==> config.mk <==
export PLATFORM = sky130hd
export DESIGN_NAME = bram_play_loop_flat
export DESIGN_NICKNAME = d
export VERILOG_FILES = /design/src/rtl/bram_play_pkg.sv /design/src/rtl/bram_play_loop_if.sv /design/src/rtl/bram_play_loop_fifo.sv /design/src/rtl/bram_play_loop.sv /design/src/flat_wrapper.sv
export SDC_FILE = /design/constraint.sdc
export NUM_CORES = 1
export LEC_CHECK = 0
export ABC_AREA = 0
export CORE_ASPECT_RATIO = 1.4
export CORE_MARGIN = 2
export CORE_UTILIZATION = 55
export DETAILED_ROUTE_END_ITERATION = 16
export HOLD_SLACK_MARGIN = 0.08
export MAX_ROUTING_LAYER = met4
export PLACE_DENSITY = 0.89
export SLEW_MARGIN = 15
export SYNTH_ARGS = -nofsm -noshare
export SYNTH_HDL_FRONTEND = slang
export SYNTH_SLANG_ARGS = --single-unit
==> constraint.sdc <==
create_clock -name axis_clk -period 13 [get_ports axis_clk]
set_clock_uncertainty 0.05 [all_clocks]
set_input_delay 2.6 -clock axis_clk [delete_from_list [all_inputs] [get_ports axis_clk]]
set_output_delay 2.6 -clock axis_clk [all_outputs]
set_load 0.03 [all_outputs]
==> src/rtl/bram_play_pkg.sv <==
// Shared types and elaboration-time helpers for the BRAM loop player.
package bram_play_pkg;

   typedef enum logic [1:0] {
      ST_IDLE  = 2'd0,
      ST_RUN   = 2'd1,
      ST_DRAIN = 2'd2,
      ST_DONE  = 2'd3
   } state_e;

   function automatic int mem_words(input int mem_bytes, input int dwidth);
      return mem_bytes / (dwidth / 8);
   endfunction

   function automatic int calc_awidth(input int mem_bytes, input int dwidth);
      return $clog2(mem_words(mem_bytes, dwidth));
   endfunction

   // Wide enough to hold FIFO_DEPTH itself, which bounds count and inflight.
   function automatic int cred_width(input int depth);
      return $clog2(depth) + 1;
   endfunction

endpackage

==> src/rtl/bram_play_loop_if.sv <==
// AXI-Stream master bundle driven by the player.
interface bram_play_loop_if #(
   parameter int DWIDTH = 128
) ();
   logic [DWIDTH-1:0] axis_tdata;
   logic              axis_tvalid;
   logic              axis_tlast;
   logic              axis_tready;

   modport master (output axis_tdata, output axis_tvalid, output axis_tlast, input axis_tready);
   modport slave  (input axis_tdata, input axis_tvalid, input axis_tlast, output axis_tready);
endinterface

==> src/rtl/bram_play_loop_fifo.sv <==
// Show-ahead synchronous FIFO; head word is visible on rd_data while not empty.
module bram_play_fifo #(
   parameter  int WIDTH = 129,
   parameter  int DEPTH = 8,
   localparam int PW    = $clog2(DEPTH),
   localparam int CW    = PW + 1
) (
   input  logic             clk,
   input  logic             rst_n,
   input  logic             wr_en,
   input  logic [WIDTH-1:0] wr_data,
   input  logic             rd_en,
   output logic [WIDTH-1:0] rd_data,
   output logic             empty,
   output logic [CW-1:0]    count
);

   logic [WIDTH-1:0] mem_q [DEPTH];
   logic [PW-1:0]    wr_ptr_q, wr_ptr_d;
   logic [PW-1:0]    rd_ptr_q, rd_ptr_d;
   logic [CW-1:0]    count_q, count_d;
   logic             do_wr, do_rd;

   always_comb begin
      do_wr    = wr_en && (count_q != CW'(DEPTH));
      do_rd    = rd_en && (count_q != '0);
      wr_ptr_d = wr_ptr_q + PW'(do_wr);
      rd_ptr_d = rd_ptr_q + PW'(do_rd);
      count_d  = count_q + CW'(do_wr) - CW'(do_rd);
   end

   always_ff @(posedge clk or negedge rst_n) begin
      if (!rst_n) begin
         wr_ptr_q <= '0;
         rd_ptr_q <= '0;
         count_q  <= '0;
      end else begin
         wr_ptr_q <= wr_ptr_d;
         rd_ptr_q <= rd_ptr_d;
         count_q  <= count_d;
      end
   end

   // Storage carries no reset; the pointers alone define what is valid.
   always_ff @(posedge clk) begin
      if (do_wr) mem_q[wr_ptr_q] <= wr_data;
   end

   assign rd_data = mem_q[rd_ptr_q];
   assign empty   = (count_q == '0);
   assign count   = count_q;

endmodule

==> src/rtl/bram_play_loop.sv <==
// Streams a BRAM region out over AXI-Stream, once or in a loop, with
// credit-based read issue so the output buffer can never overflow.
module bram_play_loop
   import bram_play_pkg::*;
#(
   parameter  int DWIDTH         = 128,
   parameter  int MEM_SIZE_BYTES = 131072,
   parameter  int RD_LAT         = 2,
   parameter  int FIFO_DEPTH     = 8,
   localparam int AWIDTH         = calc_awidth(MEM_SIZE_BYTES, DWIDTH)
) (
   input  logic                axis_clk,
   input  logic                axis_aresetn,
   input  logic                enable,
   input  logic                oneshot,
   input  logic [AWIDTH:0]     play_len,
   output logic                portA_clk,
   output logic                portA_rst,
   output logic                portA_en,
   output logic [DWIDTH/8-1:0] portA_we,
   output logic [DWIDTH-1:0]   portA_cpu_wdata,
   output logic [31:0]         portAcpu_addr,
   input  logic [DWIDTH-1:0]   portA_cpu_rdata,
   bram_play_loop_if.master    axis,
   output logic                busy,
   output logic                done
);

   localparam int BYTES  = DWIDTH / 8;
   localparam int WORDS  = mem_words(MEM_SIZE_BYTES, DWIDTH);
   localparam int CW     = cred_width(FIFO_DEPTH);
   localparam int STAGES = RD_LAT - 1;
   localparam logic [AWIDTH:0] ONE = (AWIDTH+1)'(1);

   state_e              state_q, state_d;
   logic [AWIDTH:0]     len_q, len_d;
   logic [AWIDTH:0]     index_q, index_d;
   logic                oneshot_q, oneshot_d;
   logic                pass_done_q, pass_done_d;
   logic [STAGES:0]     vld_pipe_q, vld_pipe_d;
   logic [STAGES:0]     lst_pipe_q, lst_pipe_d;

   logic                issue;
   logic                at_last;
   logic [CW-1:0]       fifo_count;
   logic [CW-1:0]       inflight;
   logic signed [CW+1:0] credits;
   logic                fifo_empty;
   logic                fifo_rd;
   logic [DWIDTH:0]     fifo_head;

   // inflight covers reads issued but not yet written, including the write cycle.
   assign inflight = CW'($countones(vld_pipe_q));
   assign credits  = $signed((CW+2)'(FIFO_DEPTH)) - $signed({2'b00, fifo_count})
                   - $signed({2'b00, inflight});
   assign at_last  = (index_q == len_q - ONE);

   always_comb begin
      state_d     = state_q;
      len_d       = len_q;
      index_d     = index_q;
      oneshot_d   = oneshot_q;
      pass_done_d = pass_done_q;
      issue       = 1'b0;
      case (state_q)
         ST_IDLE: begin
            if (enable) begin
               len_d       = (play_len == '0) ? (AWIDTH+1)'(WORDS) : play_len;
               oneshot_d   = oneshot;
               index_d     = '0;
               pass_done_d = 1'b0;
               state_d     = ST_RUN;
            end
         end
         ST_RUN: begin
            if (!enable) begin
               state_d = ST_DRAIN;
            end else if (credits > 0) begin
               issue = 1'b1;
               if (at_last) begin
                  index_d = '0;
                  if (oneshot_q) begin
                     pass_done_d = 1'b1;
                     state_d     = ST_DRAIN;
                  end
               end else begin
                  index_d = index_q + ONE;
               end
            end
         end
         ST_DRAIN: begin
            if (inflight == '0 && fifo_empty)
               state_d = pass_done_q ? ST_DONE : ST_IDLE;
         end
         ST_DONE: begin
            if (!enable) state_d = ST_IDLE;
         end
         default: state_d = ST_IDLE;
      endcase
      vld_pipe_d = RD_LAT'({vld_pipe_q, issue});
      lst_pipe_d = RD_LAT'({lst_pipe_q, issue && at_last});
   end

   always_ff @(posedge axis_clk or negedge axis_aresetn) begin
      if (!axis_aresetn) begin
         state_q     <= ST_IDLE;
         len_q       <= '0;
         index_q     <= '0;
         oneshot_q   <= 1'b0;
         pass_done_q <= 1'b0;
         vld_pipe_q  <= '0;
         lst_pipe_q  <= '0;
      end else begin
         state_q     <= state_d;
         len_q       <= len_d;
         index_q     <= index_d;
         oneshot_q   <= oneshot_d;
         pass_done_q <= pass_done_d;
         vld_pipe_q  <= vld_pipe_d;
         lst_pipe_q  <= lst_pipe_d;
      end
   end

   bram_play_fifo #(
      .WIDTH (DWIDTH + 1),
      .DEPTH (FIFO_DEPTH)
   ) u_fifo (
      .clk     (axis_clk),
      .rst_n   (axis_aresetn),
      .wr_en   (vld_pipe_q[STAGES]),
      .wr_data ({lst_pipe_q[STAGES], portA_cpu_rdata}),
      .rd_en   (fifo_rd),
      .rd_data (fifo_head),
      .empty   (fifo_empty),
      .count   (fifo_count)
   );

   assign fifo_rd          = axis.axis_tvalid && axis.axis_tready;
   assign axis.axis_tvalid = !fifo_empty;
   assign axis.axis_tdata  = fifo_head[DWIDTH-1:0];
   assign axis.axis_tlast  = !fifo_empty && fifo_head[DWIDTH];

   assign portA_clk       = axis_clk;
   assign portA_rst       = ~axis_aresetn;
   assign portA_we        = '0;
   assign portA_cpu_wdata = '0;
   assign portA_en        = issue;
   assign portAcpu_addr   = 32'(index_q) * 32'(BYTES);

   assign busy = (state_q == ST_RUN) || (state_q == ST_DRAIN);
   assign done = (state_q == ST_DONE);

endmodule

==> src/flat_wrapper.sv <==
// flat-port wrapper written by rule: the top's interface ports become plain ports
module bram_play_loop_flat import bram_play_pkg::*;
#(
   parameter  int DWIDTH         = 128,
   parameter  int MEM_SIZE_BYTES = 131072,
   parameter  int RD_LAT         = 2,
   parameter  int FIFO_DEPTH     = 8,
   localparam int AWIDTH         = calc_awidth(MEM_SIZE_BYTES, DWIDTH)
)
  (axis_clk, axis_aresetn, enable, oneshot, play_len, portA_clk, portA_rst, portA_en, portA_we, portA_cpu_wdata, portAcpu_addr, portA_cpu_rdata, busy, done, axis_axis_tdata, axis_axis_tvalid, axis_axis_tlast, axis_axis_tready);
  bram_play_loop_if #(.DWIDTH(DWIDTH)) axis_i ();
  input  logic axis_clk;
  input  logic axis_aresetn;
  input  logic enable;
  input  logic oneshot;
  input  logic [AWIDTH:0] play_len;
  output logic portA_clk;
  output logic portA_rst;
  output logic portA_en;
  output logic [DWIDTH/8-1:0] portA_we;
  output logic [DWIDTH-1:0] portA_cpu_wdata;
  output logic [31:0] portAcpu_addr;
  input  logic [DWIDTH-1:0] portA_cpu_rdata;
  output logic busy;
  output logic done;
  output wire logic [$bits(axis_i.axis_tdata)-1:0] axis_axis_tdata;
  output wire logic [$bits(axis_i.axis_tvalid)-1:0] axis_axis_tvalid;
  output wire logic [$bits(axis_i.axis_tlast)-1:0] axis_axis_tlast;
  input wire logic [$bits(axis_i.axis_tready)-1:0] axis_axis_tready;
  assign axis_axis_tdata = axis_i.axis_tdata;
  assign axis_axis_tvalid = axis_i.axis_tvalid;
  assign axis_axis_tlast = axis_i.axis_tlast;
  assign axis_i.axis_tready = axis_axis_tready;
  bram_play_loop #(.DWIDTH(DWIDTH), .MEM_SIZE_BYTES(MEM_SIZE_BYTES), .RD_LAT(RD_LAT), .FIFO_DEPTH(FIFO_DEPTH)) u_core (.axis_clk(axis_clk), .axis_aresetn(axis_aresetn), .enable(enable), .oneshot(oneshot), .play_len(play_len), .portA_clk(portA_clk), .portA_rst(portA_rst), .portA_en(portA_en), .portA_we(portA_we), .portA_cpu_wdata(portA_cpu_wdata), .portAcpu_addr(portAcpu_addr), .portA_cpu_rdata(portA_cpu_rdata), .axis(axis_i), .busy(busy), .done(done));
endmodule
==> results of run 1 <==
[cell families (layout without fill, tap and decap cells)]
| group | count (synthesis) | after routing |
|---|---|---|
| flops | 1078 | 1078 |
| mux | 402 | 402 |
| buf+inv | 270 | 525 |
| simple gates | 99 | 99 |
| compound gates | 47 | 47 |
| xor+xnor | 35 | 35 |
| fa+ha+maj | 26 | 26 |
| other cells | 1 | 174 |
[layer usage]
layer / wire (um) / track usage
met1: 31840 / 0.2690
met2: 47180 / 0.3882
met3: 6222 / 0.04358
met4: 2715 / 0.09840
met5: 0 / -
[registers in the layout, indices dropped and copies added, names as in the netlist]
register,flops
u_core.vld_pipe_q,2
u_core.u_fifo.rd_ptr_q,3
u_core.state_q,2
u_core.u_fifo.mem_q,1032
u_core.len_q,14
u_core.index_q,14
u_core.u_fifo.count,4
u_core.oneshot_q,1
u_core.pass_done_q,1
u_core.lst_pipe_q,2
u_core.u_fifo.wr_ptr_q,3
[power by group]
part / switching, W / internal, W
registers: 0.000204 / 0.00397
logic: 0.00194 / 0.00172
clock network: 0.00122 / 0.00163
[path summary, 6_finish.rpt]
check,cells past startpoint,to,start
setup / recovery,3,portA_clk,axis_clk
hold / removal,0,u_core.lst_pipe_q[1],u_core.lst_pipe_q[0]
setup reg to reg,9,u_core.u_fifo.mem_q[7][66],u_core.u_fifo.count[1]
hold reg to reg,0,u_core.lst_pipe_q[1],u_core.lst_pipe_q[0]
max in group asynchronous,2,u_core.u_fifo.rd_ptr_q[0],axis_aresetn
min in group asynchronous,2,u_core.index_q[3],axis_aresetn
[metrics by stage]
stage          hold WS [ps]    util  total power [W]  instance area [um^2]
2_1_floorplan         281.2       -         0.006760                 43420
3_3_place_gp          289.3  0.6000         0.007803                 46420
3_5_place_dp          287.9  0.6000         0.007905                 46420
4_1_cts               302.3  0.6412          0.01076                 49610
5_1_grt               319.7  0.6416          0.01105                 49640
6_report              302.1  0.6416          0.01067                 49640
[cell usage in the layout, fill, tap and decap left out, types with 12 or more instances in the layout]
cell	Yosys	routed
clkdlybuf4s50_1	0	294
inv_1	23	23
buf_4	163	24
conb_1	1	162
clkinv_1	0	13
clkinv_2	0	14
diode_2	0	12
mux4_2	258	258
edfxtp_1	1032	1032
ha_1	23	23
clkbuf_1	51	29
nand2_1	20	20
clkbuf_16	0	103
xor2_1	23	23
mux2_2	142	142
dfrtp_1	46	43
[final cells by class]
type / instances / area share
Sequential cell: 1078 / 0.6477
Multi-Input combinational cell: 771 / 0.1951
Timing Repair Buffer: 321 / 0.06402
Clock buffer: 134 / 0.05460
Tap cell: 1045 / 0.02634
Clock inverter: 47 / 0.009830
Inverter: 23 / 0.001739
Antenna cell: 12 / 0.0006049
==> key figures, run 1 <==
Clock network
  – Worst skew pair latency: 750 ps
  – CTS clk-pin slew, worst paths: 60 ps
  – # hold bufs at CTS: 0
  – CTS tree: built
  – Post-CTS Resized: 0
  – Postcts setup bufs: 0

Drt
  – WL final: 87,960 um
  – ANT nets after route: 0
  – Routed via count: 19.99k
  – DR iter-0 viols: 1,592
  – DRC Markers: 0
  – Via density: 5.827
  – Routed length per instance: 25.64 um
  – First-pass DRT Iterations: 7

Finish
  – Final Net Count: 2,467
  – Layout cells sized above 1: 0.2502
  – Non-Filler Instances: 3,431
  – P&R area growth vs syn: 15.95%
  – Register area: 32,150 um^2
  – Multi-input logic area: 9687 um^2
  – Fill cells: 4,819

Yosys
  – Post-Synth Adder-Cell Area: 0.007891
  – Yosys warns: 0
  – Complex-gate fraction of the synthesized area: 0.008914
  – Post-synthesis mux area share: 0.1735
  – Post-synthesis simple-gate area fraction: 0.01292
  – Mapped Area: 42,810 um^2
  – Area leader, netlist: edfxtp_1
  – Synthesis-stage register bit count: 1,078
  – Synth Area per Inst: 21.87 um^2
  – Synth Area in XOR/XNOR: 0.007511
  – Most frequent cell after synthesis: edfxtp_1
  – Seq/Total Area, Yosys: 0.7507
  – Top cells by count, synth: edfxtp_1, mux4_2, buf_4
  – Area contributors post-synth: edfxtp_1, mux4_2, mux2_2
  – Largest family of logic cells by synthesized area: multiplexers
  – Post-Synthesis Cells: 1,958
  – Post-synthesis cell type count: 59
  – Post-synth EDFFs: 1,032
  – Share of the synthesized area in the top cell type: 0.7239
  – Share of synthesized registers carrying an async set or reset: 0.04267
  – Dominant synthesized flop cell: edfxtp_1

STA
  – Slew Viols, Final: 0
  – Slew Limit Headroom: 0.2741
  – Fin. Hold Viols: 0
  – Slew @ Worst Pin: 1086 ps
  – Final setup vio count: 0
  – Unrepaired setup endpoints after global routing: false
  – Setup TNS: 0 ps
  – Post-route setup slack: 3020 ps

Global routing
  – Vias in the first global route: 21.35k
  – Initial antenna violation count: 12
  – Gr ovfl total: 0
  – Largest net degree at the start of global routing: 144
  – First-pass GRT wire length: 131,200 um
  – Gr usage total: 0.2293

Die
  – Die Y: 334.1 um
  – I/O pin total: 458
  – FP Rows: 121
  – Initial core utilization: 0.5534
  – Die width: 239.8 um
  – Core area: 77,360 um^2
  – Die area: 80,120 um^2

Setup path
  – R2R Setup Slk: 9200 ps
  – Worst Path Buf+Inv: 3
  – Critical path required time: 10,350 ps
  – CP dominant cell by count: clkbuf_16
  – Delay-heaviest family, CP: buffers and inverters
  – Critical path's slowest cell: clkdlybuf4s50_1
  – CP Cell Sequence: clkbuf_16 > clkbuf_16 > clkdlybuf4s50_1
  – CP arrival: 7330 ps
  – Startpoint type of the worst setup path: clock port
  – Crit Path Category: clock port to output pin
  – Worst path max stage delay: 580 ps
  – Critical Path Sink Type: output pin
  – Critical path peak fanout: 2

Status
  – Status: complete, no violations

Power
  – Leakage: 16.15 nW
  – Power Density: 215.0 nW/um^2
  – Peak VDD IR: 0.1652 mV

Placement
  – Routability cong.: 0.8280
  – # port buffers: 295
  – Pre-CTS setup slack: 3286 ps
  – HPWL after DPL: 49,030 um
  – Cell total after placement: 3,239

Flow run
  – Maxcap violations: 0

Min path
  – Hold WC Path Type: flop to flop
No activity file was read; power rests on OpenSTA's default activity.
==> run 2: changes to the inputs <==
clock period = 9.7 ns   (was 13 ns; I/O delays follow)
==> run 2 against run 1 <==
Die area is the same; combinational power grew 35%; via count is essentially flat; worst setup slack lost 1000 ps; wire length grew 0.91%; core utilization grew 0.23 points; first-iteration DRC count shrank 2.3%; critical path depth is the same; flip-flop and latch count is the same; count of clock-buffer cells in the layout shrank 3; global-route usage grew 0.28 points; final cell count is essentially flat.
==> key figures, run 2 (synthesis gave the netlist of run 1 again) <==
Placement
  – # port buffers: 295 (unchanged)
  – Routability cong.: 0.8189 (-1.1%)
  – HPWL after DPL: 48,600 um (-0.88%)
  – Pre-CTS setup slack: 2296 ps (-990.0 ps)
  – Placed cell areas: 46,450 um^2 (about the same)

Die
  – FP Rows: 121 (unchanged)
  – Die area: 80,120 um^2 (unchanged)
  – Core area: 77,360 um^2 (unchanged)
  – I/O pin total: 458 (unchanged)
  – Die Y: 334.1 um (unchanged)
  – Die width: 239.8 um (unchanged)
  – Initial core utilization: 0.5534 (unchanged)

Setup path
  – CP Cell Sequence: clkbuf_16 > clkbuf_16 > clkdlybuf4s50_1
  – CP dominant cell by count: clkbuf_16
  – Critical path's slowest cell: clkdlybuf4s50_1
  – Critical path peak fanout: 2 (unchanged)
  – Worst path max stage delay: 580 ps (about the same)
  – Crit Path Category: clock port to output pin
  – R2R Setup Slk: 6100 ps (-3100 ps)
  – Startpoint type of the worst setup path: clock port
  – CP arrival: 5690 ps (-1640 ps)
  – Critical Path Sink Type: output pin
  – Critical path required time: 7710 ps (-2640 ps)

STA
  – Unrepaired setup endpoints after global routing: false
  – Slew @ Worst Pin: 1108 ps (+21.83 ps)
  – Hold_ws: 315.1 ps (+12.94 ps)
  – Slew Viols, Final: 0 (unchanged)
  – Fin. Hold Viols: 0 (unchanged)
  – Post-route setup slack: 2020 ps (-999.2 ps)
  – Slew Limit Headroom: 0.2613 (-0.01284)
  – Final setup vio count: 0 (unchanged)
  – Setup TNS: 0 ps (unchanged)

Finish
  – Largest Register: u_core.u_fifo.mem_q
  – Layout cells sized above 1: 0.2530 (+0.002837)
  – Final Net Count: 2,468 (+0.041%)
  – Multi-input logic area: 9699 um^2 (+0.13%)
  – Register area: 32,150 um^2 (unchanged)
  – Commonest non-fill, non-tap cell in the layout: edfxtp_1
  – P&R area growth vs syn: 16.35%
  – Most frequent cells in the layout: edfxtp_1, clkdlybuf4s50_1, mux4_2
  – Fill cells: 4,772 (-0.98%)
  – Design area: 49,810 um^2 (+0.35%)
  – Max reg flops: 1,032 (unchanged)
  – Top flop regs: u_core.u_fifo.mem_q: 1032 flops, u_core.index_q: 14 flops, u_core.len_q: 14 flops

Power
  – Switching share of power: 0.3156 (+0.0009934)
  – Logic pwr share: 0.341 (-0.002)
  – P_int: 0.009898 W (+35%)
  – Power Density: 290.3 nW/um^2 (+35%)
  – Leakage: 16.20 nW (+0.31%)
  – Power share of the clock group: 0.275 (+0.009)
  – NetSw: 0.004564 W (+36%)
  – Reg power frac: 0.384 (-0.007)
  – Peak VDD IR: 0.2373 mV (+44%)

Status
  – Status: complete, no violations

Global routing
  – Gr ovfl total: 0 (unchanged)
  – Largest net degree at the start of global routing: 140 (-2.8%)
  – Vias in the first global route: 21.35k (+0.033%)
  – First-pass GRT wire length: 132,100 um (+0.72%)
  – Initial antenna violation count: 9 (-3)
  – Gr usage total: 0.2321 (+0.002769)

Drt
  – Routed length per instance: 25.86 um (+0.88%)
  – WL final: 88,760 um (+0.91%)
  – DR iter-0 viols: 1,556 (-2.3%)
  – First-pass DRT Iterations: 5 (-2)
  – ANT nets after route: 0 (unchanged)
  – Routed via count: 19.98k (-0.035%)
  – DRC Markers: 0 (unchanged)
  – Via density: 5.823 (about the same)

Clock network
  – # hold bufs at CTS: 0 (unchanged)
  – Worst skew pair latency: 770 ps (+20 ps)
  – CTS tree: built
  – Post-CTS Resized: 0 (unchanged)
  – Postcts setup bufs: 0 (unchanged)
  – CTS clk-pin slew, worst paths: 70 ps (about the same)

Min path
  – Hold WC Path Type: flop to flop

Flow run
  – Maxcap violations: 0 (unchanged)
## run 2: changes by cell type in the layout (fill, tap and decap cells not counted), sizes merged
cell | previous run | this run
bufinv | 8 | 12
clkbuf | 133 | 130
clkinv | 31 | 28
clkinvlp | 4 | 8
diode | 12 | 8
inv | 27 | 30
## run 2: metal layers
metal	wire, um	vias up	share of wire	track usage
li1	-	8398	-	-
met1	31730	10470	0.36	0.2690
met2	48110	949	0.54	0.4037
met3	6081	164	0.069	0.03946
met4	2839	0	0.032	0.09082
met5	0	-	0	-
## run 2: final cells by class
class                      instances  area share
clock buffer                     131     0.05332
timing repair buffer             321     0.06410
tap                             1045     0.02625
clock inverter                    55     0.01404
inverter                          23    0.001733
sequential                      1078      0.6454
multi-input combinational        771      0.1947
antenna                            8   0.0004019
## run 2: path summary, 6_finish.rpt
path,from,end,cells past startpoint
setup / recovery,axis_clk,portA_clk,3
hold / removal,u_core.lst_pipe_q[0],u_core.lst_pipe_q[1],0
setup reg to reg,u_core.u_fifo.count[1],u_core.u_fifo.mem_q[5][74],9
hold reg to reg,u_core.lst_pipe_q[0],u_core.lst_pipe_q[1],0
max in group asynchronous,axis_aresetn,u_core.u_fifo.rd_ptr_q[1],1
min in group asynchronous,axis_aresetn,u_core.index_q[7],1
## run 2: worst max-delay path: cells and delay by family
kind,cells,cell delay [ps]
buf+inv,3,830
## run 2: stage by stage
step           total power [W]  cells    util
3_5_place_dp           0.01060   3239  0.6004
4_1_cts                0.01460   3424  0.6436
2_1_floorplan         0.009051   2119       -
5_1_grt                0.01499   3432  0.6439
3_3_place_gp           0.01046   3239  0.6004
6_report               0.01446   3432  0.6439
## run 2: power by group through the flow
stage,Clock (W),Combinational (W),Sequential [W]
after floorplan,0.0000154,0.00353,0.00551
after global placement,0.0000172,0.00481,0.00563
after detailed placement,0.0000172,0.00493,0.00565
after CTS,0.00406,0.00499,0.00555
after global routing,0.00421,0.00519,0.00558
final,0.00398,0.00493,0.00555
==> run 3: changes to the inputs <==
CORE_UTILIZATION = 51   (was 55)
PLACE_DENSITY = 0.87   (was 0.89)
clock period = 7.01 ns   (was 9.7 ns; I/O delays follow)
==> run 3 against run 2 <==
Combinational power grew 38%; via count is 0.23% lower; global-route usage shrank 2.4 points; first-iteration DRC count fell by 2.5%; critical path type unchanged; critical endpoint unchanged.
==> key figures, run 3 (synthesis gave the netlist of run 1 again) <==
Status
  – Status: complete, no violations

Die
  – Die Y: 346.8 um (+3.8%)
  – I/O pin total: 458 (unchanged)
  – Initial core utilization: 0.5155 (-0.03789)
  – Core area: 83,050 um^2 (+7.3%)
  – FP Rows: 125 (+3.3%)
  – Die area: 86,310 um^2 (+7.7%)
  – Die width: 248.9 um (+3.8%)

Placement
  – # port buffers: 295 (unchanged)
  – Pre-CTS setup slack: 1489 ps (-807.0 ps)
  – Routability cong.: 0.8519 (+4.0%)
  – HPWL after DPL: 46,210 um (-4.9%)
  – Placed cell areas: 46,570 um^2 (+0.26%)

Finish
  – Fill cells: 5,541 (+16%)
  – Layout cells sized above 1: 0.2488 (-0.004207)
  – Most frequent cells in the layout: edfxtp_1, clkdlybuf4s50_1, mux4_2
  – Final Net Count: 2,465 (-0.12%)
  – Max reg flops: 1,032 (unchanged)
  – Register area: 32,150 um^2 (unchanged)
  – Largest Register: u_core.u_fifo.mem_q
  – Design area: 49,750 um^2 (-0.13%)
  – Commonest non-fill, non-tap cell in the layout: edfxtp_1
  – P&R area growth vs syn: 16.21%
  – Multi-input logic area: 9699 um^2 (unchanged)
  – Top flop regs: u_core.u_fifo.mem_q: 1032 flops, u_core.index_q: 14 flops, u_core.len_q: 14 flops

Global routing
  – First-pass GRT wire length: 129,800 um (-1.8%)
  – Vias in the first global route: 21.13k (-1.0%)
  – Largest net degree at the start of global routing: 120 (-14%)
  – Initial antenna violation count: 10 (+1)
  – Gr usage total: 0.2082 (-0.02386)
  – Gr ovfl total: 0 (unchanged)

Drt
  – Routed via count: 19.94k (-0.23%)
  – Top layer in use: met4
  – WL final: 86,320 um (-2.8%)
  – DRC Markers: 0 (unchanged)
  – DR iter-0 viols: 1,517 (-2.5%)
  – Met1 Wirelength: 31,630 um (-0.33%)
  – Routed wl met3: 5734 um (-5.7%)
  – ANT nets after route: 0 (unchanged)
  – Met2 WL: 45,790 um (-4.8%)
  – Routed length per instance: 24.95 um (-3.5%)
  – First-pass DRT Iterations: 5 (unchanged)
  – Via density: 5.764 (-1.0%)

Min path
  – Hold WC Path Type: flop to flop
  – Hold path depth: 0 (unchanged)

STA
  – Slew Limit Headroom: 0.2362 (-0.02507)
  – Fin. Hold Viols: 0 (unchanged)
  – Slew @ Worst Pin: 1142 ps (+33.90 ps)
  – Unrepaired setup endpoints after global routing: false
  – Post-route setup slack: 1208 ps (-812.5 ps)
  – Slew Viols, Final: 0 (unchanged)
  – Final setup vio count: 0 (unchanged)

Power
  – Leakage: 16.16 nW (-0.30%)
  – Peak VDD IR: 0.3244 mV (+37%)
  – Power Density: 396.8 nW/um^2 (+37%)

Setup path
  – Startpoint type of the worst setup path: clock port
  – FF-to-FF path depth: 8 (-1)
  – Crit Path Category: clock port to output pin
  – Critical path peak fanout: 2 (unchanged)
  – Critical Path Sink Type: output pin
  – Critical path required time: 5560 ps (-2150 ps)
  – CP arrival: 4350 ps (-1340 ps)

Clock network
  – Post-CTS Resized: 0 (unchanged)
  – CTS clk-pin slew, worst paths: 60 ps (about the same)
  – Postcts setup bufs: 0 (unchanged)
  – CTS tree: built
  – Worst skew pair latency: 770 ps (about the same)
  – # hold bufs at CTS: 0 (unchanged)

Flow run
  – Maxcap violations: 0 (unchanged)
[run 3: path summary, 6_finish.rpt]
path | startpoint | to | slack, ps
min reg2reg | u_core.lst_pipe_q[0] | u_core.lst_pipe_q[1] | 300
max reg2reg | u_core.u_fifo.count[1] | u_core.u_fifo.mem_q[0][73] | 3490
min in group asynchronous | axis_aresetn | u_core.state_q[1] | 690
max | axis_clk | portA_clk | 1210
max in group asynchronous | axis_aresetn | u_core.u_fifo.rd_ptr_q[2] | 5750
min | u_core.lst_pipe_q[0] | u_core.lst_pipe_q[1] | 300
[run 3: cell type report]
cell class / instances / area share
flip-flops and latches: 1078 / 0.6463
multi-input cells: 771 / 0.1950
repair buffers: 318 / 0.06569
clock buffers: 127 / 0.05349
well taps: 1079 / 0.02714
clock inverters: 54 / 0.01029
inverters: 23 / 0.001735
diodes: 9 / 0.0004527
[run 3: critical path, stage by stage]
cell,delay [ps]
clkbuf_16,120
clkbuf_16,130
clkdlybuf4s50_1,590
[run 3: where the power goes]
group	switching [W]	internal (W)	leakage [nW]	total [W]
Combinational	0.00357	0.00322	4.73	0.00679
Clock	0.00227	0.00296	1.55	0.00523
Sequential	0.000371	0.00735	9.88	0.00773
Total	0.00621	0.0135	16.2	0.0197
[run 3: per-layer routing]
layer,GRT usage,up-vias
li1,-,8404
met1,0.2414,10430
met2,0.3572,921
met3,0.03771,186
met4,0.09103,0
met5,-,-
[run 3: metrics by stage]
stage / cells / TNS (ps) / hold slack [ps] / total power (W) / util
detailed placement: 3270 / 0 / 287.1 / 0.01468 / 0.5607
CTS: 3450 / 0 / 307.2 / 0.01994 / 0.5988
finish: 3459 / 0 / 300.9 / 0.01974 / 0.5991
floorplan: 2119 / -96520 / 281.2 / 0.01252 / -
global placement: 3270 / 0 / 286.9 / 0.01452 / 0.5607
global route: 3459 / 0 / 311.9 / 0.02046 / 0.5991
==> patch: new RTL, flow settings as in run 2 <==
`FIFO_DEPTH` is set to 8 in 2 places; all go to 16.
--- a/src/rtl/bram_play_loop.sv
+++ b/src/rtl/bram_play_loop.sv
@@ -7,5 +7,5 @@
    parameter  int MEM_SIZE_BYTES = 131072,
    parameter  int RD_LAT         = 2,
-   parameter  int FIFO_DEPTH     = 8,
+   parameter  int FIFO_DEPTH     = 16,
    localparam int AWIDTH         = calc_awidth(MEM_SIZE_BYTES, DWIDTH)
 ) (
--- a/src/flat_wrapper.sv
+++ b/src/flat_wrapper.sv
@@ -5,5 +5,5 @@
    parameter  int MEM_SIZE_BYTES = 131072,
    parameter  int RD_LAT         = 2,
-   parameter  int FIFO_DEPTH     = 8,
+   parameter  int FIFO_DEPTH     = 16,
    localparam int AWIDTH         = calc_awidth(MEM_SIZE_BYTES, DWIDTH)
 )
Behaviour: same outputs for any inputs over 4 cycles, from zero or initial values and one cycle with axis_aresetn low; that may be too few to reach the edited logic, so the function may still have changed.
==> patch against run 2 <==
Synthesized area up 91%. Sequential cell count up 1035. Setup slack better by 14 ps. Routed wire length up 110%. Sequential power up 91%. Die area up 89%. Final cell count up 71%. Total power up 80%. Sequential share of layout area up 3.9 points. Critical path depth unchanged. Final area up 86%.
==> patch: results (changes against run 2) <==
<table>
<tr><th>Metric</th><th>Value</th></tr>
<tr><th colspan="2">Placed design</th></tr>
<tr><td>RePlAce Congestion</td><td>0.7943 (was 0.8189)</td></tr>
<tr><td>Placed wire-length estimate after detailed placement</td><td>91790 µm (was 48600 µm)</td></tr>
<tr><td>Cell total after placement</td><td>5512 (was 3239)</td></tr>
<tr><th colspan="2">Final layout</th></tr>
<tr><td>Final cell count without fillers</td><td>5876 (was 3432)</td></tr>
<tr><td>Net count of the finished layout</td><td>3932 (was 2468)</td></tr>
<tr><td>Biggest registers after layout</td><td>u_core.u_fifo.mem_q x2064, u_core.index_q x14, u_core.len_q x14 (was u_core.u_fifo.mem_q x1032, u_core.index_q x14, u_core.len_q x14)</td></tr>
<tr><td>Share of layout cells above drive strength 1</td><td>25.52% (was 25.30%)</td></tr>
<tr><th colspan="2">Routing</th></tr>
<tr><td>Detailed router's first-iteration violation count</td><td>4311 (was 1556)</td></tr>
<tr><td>Length of routed met2 wiring</td><td>97740 µm (was 48110 µm)</td></tr>
<tr><th colspan="2">Synthesis</th></tr>
<tr><td>Number of distinct library cells after synthesis</td><td>68 (was 59)</td></tr>
<tr><td>Share of synthesized registers carrying an async set or reset</td><td>2.319% (was 4.267%)</td></tr>
<tr><td>Number of cells produced by synthesis</td><td>3377 (was 1958)</td></tr>
<tr><td>Share of synthesized area occupied by flip-flops and latches</td><td>77.49% (was 75.07%)</td></tr>
<tr><td>Cell types occupying the most area after synthesis</td><td>sky130_fd_sc_hd__edfxtp_1 (76%), sky130_fd_sc_hd__mux4_2 (18%), sky130_fd_sc_hd__dfrtp_1 (1.5%) (was sky130_fd_sc_hd__edfxtp_1 (72%), sky130_fd_sc_hd__mux4_2 (14%), sky130_fd_sc_hd__mux2_2 (3.7%))</td></tr>
<tr><th colspan="2">Global routing</th></tr>
<tr><td>Vias in the first global route</td><td>38690 (was 21353)</td></tr>
<tr><td>Maximum number of pins on one net before global-route repair</td><td>165 (was 140)</td></tr>
<tr><td>GRT Total Usage</td><td>26.31% (was 23.21%)</td></tr>
<tr><th colspan="2">STA</th></tr>
<tr><td>Transition time of the tightest slew-check pin</td><td>1314 ps (was 1108 ps)</td></tr>
<tr><th colspan="2">Status</th></tr>
<tr><td>Outcome</td><td>finished, final reports clean (unchanged)</td></tr>
<tr><th colspan="2">Power and ir drop</th></tr>
<tr><td>Cell-internal power</td><td>18.10 mW (was 9.898 mW)</td></tr>
</table>
patch: kinds of logic (layout without fill, tap and decap cells):
group	after synthesis	after routing	synth area share, %
fa+ha+maj	28	28	0.4479
compound gates	55	55	0.5231
buf+inv	344	713	2.347
other cells	1	188	0.004597
xor+xnor	35	35	0.3927
mux	661	661	17.90
simple gates	140	140	0.8943
flops	2113	2113	77.49
patch: final timing paths:
kind | from | endpoint | slack, ps | depth (start not counted)
max | axis_clk | portA_clk | 2030 | 3
min | u_core.lst_pipe_q[0] | u_core.lst_pipe_q[1] | 330 | 0
max reg2reg | u_core.u_fifo.count[1] | u_core.u_fifo.mem_q[3][60] | 5260 | 9
min reg2reg | u_core.lst_pipe_q[0] | u_core.lst_pipe_q[1] | 330 | 0
max in group asynchronous | axis_aresetn | u_core.u_fifo.rd_ptr_q[2] | 8020 | 2
min in group asynchronous | axis_aresetn | u_core.len_q[10] | 1080 | 2
patch: worst max-delay path: cells and delay by family:
family,cells,cell delay [ps]
buf+inv,3,830
patch: power groups by stage:
stage          Sequential [mW]  Clock, mW  Combinational [mW]
2_1_floorplan             10.6     0.0154                5.86
3_3_place_gp              10.8     0.0172                8.03
3_5_place_dp              10.8     0.0172                8.18
4_1_cts                   10.6       7.24                8.30
5_1_grt                   10.6       7.54                8.68
6_report                  10.6       7.13                8.26
patch: routing by layer:
metal  up-vias  global-route usage, %
met4         0                  7.028
met3       314                  5.899
met5         -                      -
met2      2365                  42.84
met1     20324                  33.87
li1      14878                      -
patch: area by class of cell:
type,instances,area share (%)
Clock inverter,103,1.048
Sequential cell,2113,68.41
Inverter,22,0.08936
Clock buffer,235,5.266
Timing Repair Buffer,353,3.883
Multi-Input combinational cell,1081,18.60
Antenna cell,26,0.07041
Tap cell,1943,2.631
